--- config.mk ---
export PLATFORM = sky130hd
export DESIGN_NAME = boot_ahb_writer_flat
export DESIGN_NICKNAME = d
export VERILOG_FILES = /design/src/rtl/boot_ahb_writer_if.sv /design/src/rtl/boot_ahb_writer.sv /design/src/flat_wrapper.sv
export SDC_FILE = /design/constraint.sdc
export NUM_CORES = 1
export LEC_CHECK = 0
export BUFFER_PORTS_ARGS = -buffer_cell sky130_fd_sc_hd__buf_2
export CAP_MARGIN = 20
export CORE_ASPECT_RATIO = 0.6
export CORE_MARGIN = 3
export CORE_UTILIZATION = 60
export DETAILED_ROUTE_END_ITERATION = 12
export PLACE_DENSITY = 0.84
export SLEW_MARGIN = 20
export SYNTH_ARGS = -nofsm -noshare
export SYNTH_HDL_FRONTEND = slang
export SYNTH_SLANG_ARGS = --single-unit
--- constraint.sdc ---
create_clock -name clk -period 5.5 [get_ports clk]
set_input_delay 0.55 -clock clk [delete_from_list [all_inputs] [get_ports clk]]
set_output_delay 0.55 -clock clk [all_outputs]
set_load 0.1 [all_outputs]
--- src/rtl/boot_ahb_writer_if.sv ---
// boot_ahb_writer_if: image word stream plus AHB-Lite master signals
// between the SPI boot writer and the RAM fabric.
interface boot_ahb_writer_if;
  logic        word_valid;
  logic [31:0] word_data;
  logic        word_ready;
  logic [31:0] spi_haddr;
  logic [1:0]  spi_htrans;
  logic        spi_hwrite;
  logic [2:0]  spi_hsize;
  logic [2:0]  spi_hburst;
  logic [3:0]  spi_hprot;
  logic        spi_hmastlock;
  logic [31:0] spi_hwdata;
  logic        spi_hready;
  logic        spi_hresp;

  modport master (
    input  word_valid,
    input  word_data,
    output word_ready,
    output spi_haddr,
    output spi_htrans,
    output spi_hwrite,
    output spi_hsize,
    output spi_hburst,
    output spi_hprot,
    output spi_hmastlock,
    output spi_hwdata,
    input  spi_hready,
    input  spi_hresp
  );

  modport slave (
    output word_valid,
    output word_data,
    input  word_ready,
    input  spi_haddr,
    input  spi_htrans,
    input  spi_hwrite,
    input  spi_hsize,
    input  spi_hburst,
    input  spi_hprot,
    input  spi_hmastlock,
    input  spi_hwdata,
    output spi_hready,
    output spi_hresp
  );
endinterface

--- src/rtl/boot_ahb_writer.sv ---
// boot_ahb_writer: drains SPI boot image words through a small FIFO
// into RAM as single AHB-Lite NONSEQ word writes.
module boot_ahb_writer #(
  parameter logic [31:0] BASE_ADDR  = 32'h0000_0200,
  parameter int          FIFO_DEPTH = 4
) (
  input  logic              clk,
  input  logic              reset,
  input  logic              load_start,
  input  logic [15:0]       start_addr,
  input  logic [15:0]       num_bytes,
  boot_ahb_writer_if.master bus,
  output logic              core_rst,
  output logic              done,
  output logic              error
);
  localparam int PW = $clog2(FIFO_DEPTH);
  localparam logic [PW:0] PTR_ONE = 1;

  typedef enum logic [2:0] {
    S_IDLE, S_FILL, S_ADDR,
    S_DATA, S_DONE, S_ERR
  } state_t;

  state_t      state, state_nxt;
  logic [31:0] mem [FIFO_DEPTH];
  logic [PW:0] wr_ptr, rd_ptr;
  logic        full, empty;
  logic        push, pop, beat_ok;
  logic [31:0] addr_q, data_q;
  logic [16:0] rem_q, words;

  assign words = ({1'b0, num_bytes} + 17'd3) >> 2;
  assign empty = wr_ptr == rd_ptr;
  assign full  = (wr_ptr[PW] != rd_ptr[PW]) &&
                 (wr_ptr[PW-1:0] == rd_ptr[PW-1:0]);
  assign push  = bus.word_valid && bus.word_ready;
  assign beat_ok = (state == S_DATA) &&
                   bus.spi_hready && !bus.spi_hresp;

  assign bus.spi_haddr     = addr_q;
  assign bus.spi_hwdata    = data_q;
  assign bus.spi_hsize     = 3'b010;
  assign bus.spi_hburst    = 3'b000;
  assign bus.spi_hprot     = 4'b0011;
  assign bus.spi_hmastlock = 1'b0;

  always_ff @(posedge clk) begin
    if (reset) state <= S_IDLE;
    else       state <= state_nxt;
  end

  // ERROR is taken on its first cycle, without waiting for hready
  always_comb begin
    state_nxt = state;
    pop       = 1'b0;
    unique case (state)
      S_IDLE:
        if (load_start)
          state_nxt = (words == '0) ? S_DONE : S_FILL;
      S_FILL:
        if (!empty) begin
          pop       = 1'b1;
          state_nxt = S_ADDR;
        end
      S_ADDR:
        if (bus.spi_hready) state_nxt = S_DATA;
      S_DATA:
        if (bus.spi_hresp) begin
          state_nxt = S_ERR;
        end else if (bus.spi_hready) begin
          if (rem_q == 17'd1) begin
            state_nxt = S_DONE;
          end else if (!empty) begin
            pop       = 1'b1;
            state_nxt = S_ADDR;
          end else begin
            state_nxt = S_FILL;
          end
        end
      S_DONE, S_ERR: ;
      default: state_nxt = S_IDLE;
    endcase
  end

  always_comb begin
    bus.spi_htrans = 2'b00;
    bus.spi_hwrite = 1'b0;
    bus.word_ready = 1'b0;
    core_rst       = 1'b1;
    done           = 1'b0;
    error          = 1'b0;
    unique case (state)
      S_FILL, S_DATA:
        bus.word_ready = !full;
      S_ADDR: begin
        bus.spi_htrans = 2'b10;
        bus.spi_hwrite = 1'b1;
        bus.word_ready = !full;
      end
      S_DONE: begin
        done     = 1'b1;
        core_rst = 1'b0;
      end
      S_ERR:   error = 1'b1;
      default: ;
    endcase
  end

  always_ff @(posedge clk) begin
    if (reset) begin
      wr_ptr <= '0;
      rd_ptr <= '0;
      addr_q <= '0;
      data_q <= '0;
      rem_q  <= '0;
    end else begin
      if (push) wr_ptr <= wr_ptr + PTR_ONE;
      if (pop) begin
        rd_ptr <= rd_ptr + PTR_ONE;
        data_q <= mem[rd_ptr[PW-1:0]];
      end
      if (state == S_IDLE && load_start) begin
        addr_q <= BASE_ADDR +
                  {16'h0, start_addr & 16'hfffc};
        rem_q  <= words;
      end
      if (beat_ok) begin
        addr_q <= addr_q + 32'd4;
        rem_q  <= rem_q - 17'd1;
      end
    end
  end

  always_ff @(posedge clk) begin
    if (push) mem[wr_ptr[PW-1:0]] <= bus.word_data;
  end
endmodule
--- src/flat_wrapper.sv ---
// flat-port wrapper written by rule: the top's interface ports become plain ports
module boot_ahb_writer_flat 
#(
  parameter logic [31:0] BASE_ADDR  = 32'h0000_0200,
  parameter int          FIFO_DEPTH = 4
)
  (clk, reset, load_start, start_addr, num_bytes, core_rst, done, error, bus_word_valid, bus_word_data, bus_word_ready, bus_spi_haddr, bus_spi_htrans, bus_spi_hwrite, bus_spi_hsize, bus_spi_hburst, bus_spi_hprot, bus_spi_hmastlock, bus_spi_hwdata, bus_spi_hready, bus_spi_hresp);
  boot_ahb_writer_if bus_i ();
  input  logic clk;
  input  logic reset;
  input  logic load_start;
  input  logic [15:0] start_addr;
  input  logic [15:0] num_bytes;
  output logic core_rst;
  output logic done;
  output logic error;
  input wire logic [$bits(bus_i.word_valid)-1:0] bus_word_valid;
  input wire logic [$bits(bus_i.word_data)-1:0] bus_word_data;
  output wire logic [$bits(bus_i.word_ready)-1:0] bus_word_ready;
  output wire logic [$bits(bus_i.spi_haddr)-1:0] bus_spi_haddr;
  output wire logic [$bits(bus_i.spi_htrans)-1:0] bus_spi_htrans;
  output wire logic [$bits(bus_i.spi_hwrite)-1:0] bus_spi_hwrite;
  output wire logic [$bits(bus_i.spi_hsize)-1:0] bus_spi_hsize;
  output wire logic [$bits(bus_i.spi_hburst)-1:0] bus_spi_hburst;
  output wire logic [$bits(bus_i.spi_hprot)-1:0] bus_spi_hprot;
  output wire logic [$bits(bus_i.spi_hmastlock)-1:0] bus_spi_hmastlock;
  output wire logic [$bits(bus_i.spi_hwdata)-1:0] bus_spi_hwdata;
  input wire logic [$bits(bus_i.spi_hready)-1:0] bus_spi_hready;
  input wire logic [$bits(bus_i.spi_hresp)-1:0] bus_spi_hresp;
  assign bus_i.word_valid = bus_word_valid;
  assign bus_i.word_data = bus_word_data;
  assign bus_word_ready = bus_i.word_ready;
  assign bus_spi_haddr = bus_i.spi_haddr;
  assign bus_spi_htrans = bus_i.spi_htrans;
  assign bus_spi_hwrite = bus_i.spi_hwrite;
  assign bus_spi_hsize = bus_i.spi_hsize;
  assign bus_spi_hburst = bus_i.spi_hburst;
  assign bus_spi_hprot = bus_i.spi_hprot;
  assign bus_spi_hmastlock = bus_i.spi_hmastlock;
  assign bus_spi_hwdata = bus_i.spi_hwdata;
  assign bus_i.spi_hready = bus_spi_hready;
  assign bus_i.spi_hresp = bus_spi_hresp;
  boot_ahb_writer #(.BASE_ADDR(BASE_ADDR), .FIFO_DEPTH(FIFO_DEPTH)) u_core (.clk(clk), .reset(reset), .load_start(load_start), .start_addr(start_addr), .num_bytes(num_bytes), .bus(bus_i), .core_rst(core_rst), .done(done), .error(error));
endmodule
; Word level (Yosys, flattened, before mapping)
; Memory sizes are Yosys's and may differ from the RTL's. A register that Yosys moved wholly into a read port is not among the register bits.
; Cells that the tools add are included.
[classes]
add_sub_neg = 6
mul = 0
div = 0
n_lt_le_gt_ge = 0
eq_ne = 13
n_shift = 0
muxes = 26
bitwise_logic = 1
n_reduce_logical = 13
[op_table]
columns = cell, n
row1 = 2-to-1 mux 32 bit, 2
row2 = 2-to-1 mux 17 bit, 2
row3 = "adder 32 x 3 -> 32 bit, second input constant", 1
row4 = 2-to-1 mux 3 bit, 7
row5 = "adder 10 x 16 -> 17 bit, first input constant", 1
row6 = "adder 16 x 2 -> 17 bit, second input constant", 1
row7 = "equality test 17 x 1 -> 1 bit, second input constant", 1
row8 = zero test 17 bit, 1
row9 = "subtractor 17 x 1 -> 17 bit, second input constant", 1
row10 = case mux 3 bit (5 select lines), 1
row11 = 2-to-1 mux 1 bit, 11
row12 = "adder 3 x 1 -> 3 bit, second input constant", 2
row13 = "equality test 3 x 2 -> 1 bit, second input constant", 2
row14 = "equality test 3 bit, second input constant", 2
row15 = "!= test 2 bit, second input constant", 3
row16 = logical AND 1 bit, 5
row17 = AND reduction 5 bit, 1
row18 = 2-to-1 mux 2 bit, 2
row19 = "equality test 3 x 1 -> 1 bit, second input constant", 1
row20 = equality test 3 bit, 1
row21 = zero test 3 bit, 1
row22 = "!= test 3 bit, second input constant", 1
row23 = OR reduction 3 bit, 1
row24 = equality test 2 bit, 1
row25 = other kinds (6), 7
[word_totals]
ff_bits = 58
latch_bits = 0
mem_bits_rw = 128
rom_bits = 0
out_inout_bits = 82
memories = 1
[memory_table]
columns = memory, depth, word_bits, rd, rd_ports_with_merged_regs, wr, line
row1 = u_core.mem, 4, 32, 1, 1, 1, boot_ahb_writer.sv:26  ; logic [31:0] mem [FIFO_DEPTH];

; Depth between registers and ports, before layout
[depth]
word_depth = 7
ltp_mapped = 9
ltp_nobuf = 7

; Worst setup path before layout
; Ideal clock, no wire load.
[synth_path]
kind = register to register
from = register u_core.rd_ptr[1]
to = register u_core.wr_ptr[2]
t_arrival_ns = 4.795
t_required_ns = 5.373
path_slack_ns = 0.578
stages_incl_launch_ff = 7
n_path_buf = 1
period_less_slack_ns = 4.922
path_cell_list = dfxtp_1 clkbuf_1 xnor2_1 a311oi_1 and3_1 xor2_1 nor2b_1
[synth_via]
elab_chain_len = 5
[synth_lines]
columns = item, line
row1 = start: declaration, boot_ahb_writer.sv:27  ; logic [PW:0] wr_ptr, rd_ptr;
row2 = start signal: assignment, boot_ahb_writer.sv:120  ; rd_ptr <= rd_ptr + PTR_ONE;
row3 = equality test 2 bit, boot_ahb_writer.sv:36  ; (wr_ptr[PW-1:0] == rd_ptr[PW-1:0]);
row4 = logical AND 1 bit, boot_ahb_writer.sv:35  ; assign full = (wr_ptr[PW] != rd_ptr[PW]) &&
row5 = zero test 1 bit, "boot_ahb_writer.sv:95, boot_ahb_writer.sv:99"
row6 = 2-to-1 mux 1 bit, --
row7 = via bus_word_ready, flat_wrapper.sv:19  ; output wire logic [$bits(bus_i.word_ready)-1:0] bus_word_ready;
row8 = logical AND 1 bit, boot_ahb_writer.sv:37  ; assign push = bus.word_valid && bus.word_ready;
row9 = end signal: assignment, boot_ahb_writer.sv:118  ; if (push) wr_ptr <= wr_ptr + PTR_ONE;
row10 = end: declaration, boot_ahb_writer.sv:27
; The timed path passes the listed nets, and every way through them passes these cells.
; A chain may end at the register's enable or synchronous reset.

; Worst setup path after layout
[layout_path]
from = register u_core.rd_ptr[1]
to = output port bus_word_ready
[layout_via]
elab_chain_len = 4
[layout_lines]
columns = item, line
row1 = equality test 2 bit, boot_ahb_writer.sv:36
row2 = logical AND 1 bit, boot_ahb_writer.sv:35
row3 = zero test 1 bit, "boot_ahb_writer.sv:95, boot_ahb_writer.sv:99"
row4 = 2-to-1 mux 1 bit, --
row5 = end: declaration, flat_wrapper.sv:19
; Every way passes these cells.

==> impl_results.md <==
- CORE AREA: 15,000 um2
- Setup TNS: 0 ps
- Fillers: 1,030
- Mux share of post-synthesis cell area: 8.63%
- Clk_skew: 10.7 ps
- Endpoint of the worst-slack reg-to-reg timing path: u_core.wr_ptr[2]$_SDFFE_PP0P_
- Synth Area in Compound Gates: 11.0%
- Crit path kind: reg -> out
- Wirelength per Cell: 19.2 um
- Cell family with most CP delay: flip-flops
- Ys flop type: edfxtp_1
- Yosys top cell area share: 40.5%
- YS warnings: 0
- Leak: 3.90 nW
- DP Cell Count: 1,083
- Max Slew Vio Count: 0
- Rel. slew slack: 26.2%
- Cell Chain, Critical Path: xnor2_1, a311oi_1, buf_2
- Die height: 103 um
- Reg clk slew, reported paths: 60 ps
- Post-synth top area cell: edfxtp_1
- Worst skew pair latency: 480 ps
- CP Capture Type: output port
- Final period utilization: 61.8%
- Async set-or-reset flop fraction in the synthesized netlist: 0%
- DP HPWL: 13.8 mm
- Minimum clock period: 3400 ps
- Avg Synthesized Cell Area: 12.0 um2
- Slew of the pin with the lowest slew margin: 1100 ps
- Post-synthesis instance total: 792
- Max FO, Critical Path: 35
- Resize count post-CTS: 0
- Worst path max stage delay: 960 ps
- Initial Util: 63.4%
- Setup Buffers After CTS: 0
- RePlAce Congestion: 0.850
- Root Buffer Master: clkbuf_16
- Post-synth EDFFs: 128
- Footprint of the multi-input gates: 3570 um2
- Overflow after GRT: 0
- Area of the die: 17,400 um2
- H-tree depth: 1
- DR DRC count: 0
- Fin nets: 987
- Layout cells sized above 1: 25.1%
- Status: completed
- Hold slack: 281 ps
- Via density: 6.15
- Crit-path slowest cell: dfxtp_2
- TritonCTS clock tree: built
- R2r setup slk: 2360 ps
- Cts hold-fix bufs: 0
- Largest family of logic cells by synthesized area: simple AND/OR/NAND/NOR gates
- IO Count: 152
- Post-Synth Adder-Cell Area: 1.19%
- Fmax: 0.294 GHz
- RSZ-0062 raised after global routing: no
- Drt pass-1 iters: 5
- Die W: 168 um
- Antenna fix cells: 0
- Clock Sinks: 216
- Clk buf depth: 3
- Detailed Route Iter0 Violations: 782
- Critical path launch point type: register
- Max-cap violations: 0
- Critical R2R Launch: u_core.rd_ptr[1]$_SDFFE_PP0P_
- Initial antenna violation count: 0
- Final hold violation count: 0
- Layout Cells excl Fill: 1,120
- Yosys cell types: 70
- Final setup viols: 0
- First-pass GRT wire length: 33.7 mm
- CP required: 4950 ps
- Worst path bufs/invs: 1
- Worst EP arrival: 2850 ps
- Maximum vdd ir drop: 391 uV
- Logic depth of the worst path, buffers included: 3
- Register area: 5610 um2
- Synth Area in XOR/XNOR: 1.94%
- IO Port Bufs: 135
- Largest net degree at the start of global routing: 94
- Power Density: 457 nW/um2
- Routed wire length: 21.5 mm
- Synth Cell Area: 9490 um2
- Synth area leaders: edfxtp_1 (40%), dfxtp_1 (19%), mux4_2 (7.6%)
- Gr usage total: 24.4%
- Hold WC Path Type: in -> reg
- Post-synthesis sequential area ratio: 59.0%
- Cts bufs inserted: 20
- #FFs+latches synth: 216
- Vias in the first global route: 6,279
- Setup crit end: bus_word_ready
- R2r worst-path depth: 5
- DR vias: 6,889
- Setup crit start: u_core.rd_ptr[1]$_SDFFE_PP0P_
- Detail Route Antenna Nets: 0
- Post-synthesis simple-gate area fraction: 14.1%
- Row count: 34
- Syn-to-layout area delta: 15.1%
[registers in the layout (all words and copies together), names as in the netlist]
register and flops:
u_core.bus.spi_haddr 30, u_core.state 3, u_core.mem 128, u_core.bus.spi_hwdata 32, u_core.rd_ptr 3, u_core.rem_q 17, u_core.wr_ptr 3
[worst register-to-register path: stages, from the launching register on]
cell      delay, ps
dfxtp_2         960
xnor2_1         220
a311oi_1        630
and3_2          860
xor2_1          140
nor2b_1         170
[metal layers]
metal / wire, um / GRT usage, %
met5: 0 / 0
met4: 239 / 4.65
met3: 2020 / 4.29
met2: 9290 / 35.6
met1: 9940 / 39.0
[placed cells by master (no fill, tap or decap), types with 7 or more instances in the layout]
master / instances
buf_2: 134
edfxtp_1: 128
nand2_1: 104
dfxtp_1: 86
a21oi_1: 74
nor2_1: 39
mux4_2: 32
nand3_1: 22
o21ai_0: 21
clkbuf_16: 21
inv_1: 19
xnor2_1: 14
conb_1: 14
nor3_1: 13
or3_1: 13
a31oi_1: 11
nand4_1: 11
o211ai_1: 11
and3_1: 10
or4_1: 9
ha_1: 9
nor4_1: 8
xor2_1: 7
mux2_2: 7
[stage by stage]
stage               setup slack [ps]  instance area (um2)  utilization (%)  total power [mW]
finish                          2100                10900             73.0              4.99
global route                    1890                10900             73.0              5.20
detailed placement              2350                10200             68.1              3.55
global placement                2480                10200             68.1              3.51
CTS                             2080                10900             72.8              4.99
floorplan                        578                 9540                -              3.26
[cells by family after synthesis]
group,Yosys count
xor gates and xnor gates,21
buffers and inverters,76
other,2
AOI/OAI and AO/OA,164
DFF,216
muxes,41
and+or+nand+nor,263
adders and majority gates,9
[cell usage after synthesis (3+ instances only)]
cell	count
nand2_1	104
or4_1	9
nand3b_1	3
nor3_1	13
nand2b_1	3
nand4_1	11
nor2_1	39
buf_6	3
ha_1	9
nor4_1	8
o21ai_0	21
clkbuf_1	27
xor2_1	7
mux4_2	32
nand3_1	22
o31ai_1	4
nor3b_1	4
dfxtp_1	88
o22ai_1	4
a311oi_1	3
mux2_2	7
buf_4	15
o211ai_1	11
a211oi_1	4
a21oi_1	74
inv_1	19
o311ai_0	5
or3_1	13
a31oi_1	11
buf_1	4
buf_2	8
nor2b_1	3
edfxtp_1	128
a2111oi_0	3
and3_1	14
xnor2_1	14
[final cells by class]
class	count	area share (%)
clock buffers	29	5.36
clock inverters	7	1.06
inverters	19	0.653
multi-input cells	512	32.7
flip-flops and latches	216	51.3
well taps	198	2.27
repair buffers	139	6.66
[power breakdown]
part	switching (mW)	internal, mW	leakage, nW
clock	0.568	0.884	0.341
sequential	0.143	1.91	1.87
combinational	1.10	0.388	1.68
total	1.81	3.18	3.90
[worst min path at each step]
stage	startpoint	to	slack [ps]	cells after the start
floorplan	u_core.rem_q[5]$_SDFFE_PP0P_	u_core.rem_q[5]$_SDFFE_PP0P_	450	2
global placement	u_core.bus.spi_hwdata[22]$_SDFFE_PP0P_	u_core.bus.spi_hwdata[22]$_SDFFE_PP0P_	440	2
detailed placement	u_core.bus.spi_hwdata[4]$_SDFFE_PP0P_	u_core.bus.spi_hwdata[4]$_SDFFE_PP0P_	440	2
CTS	bus_word_data[17]	u_core.mem[3][17]$_DFFE_PP_	260	1
global route	bus_word_data[29]	u_core.mem[2][29]$_DFFE_PP_	280	1
finish	bus_word_data[17]	u_core.mem[3][17]$_DFFE_PP_	280	1
No activity file was read; power rests on OpenSTA's default activity.
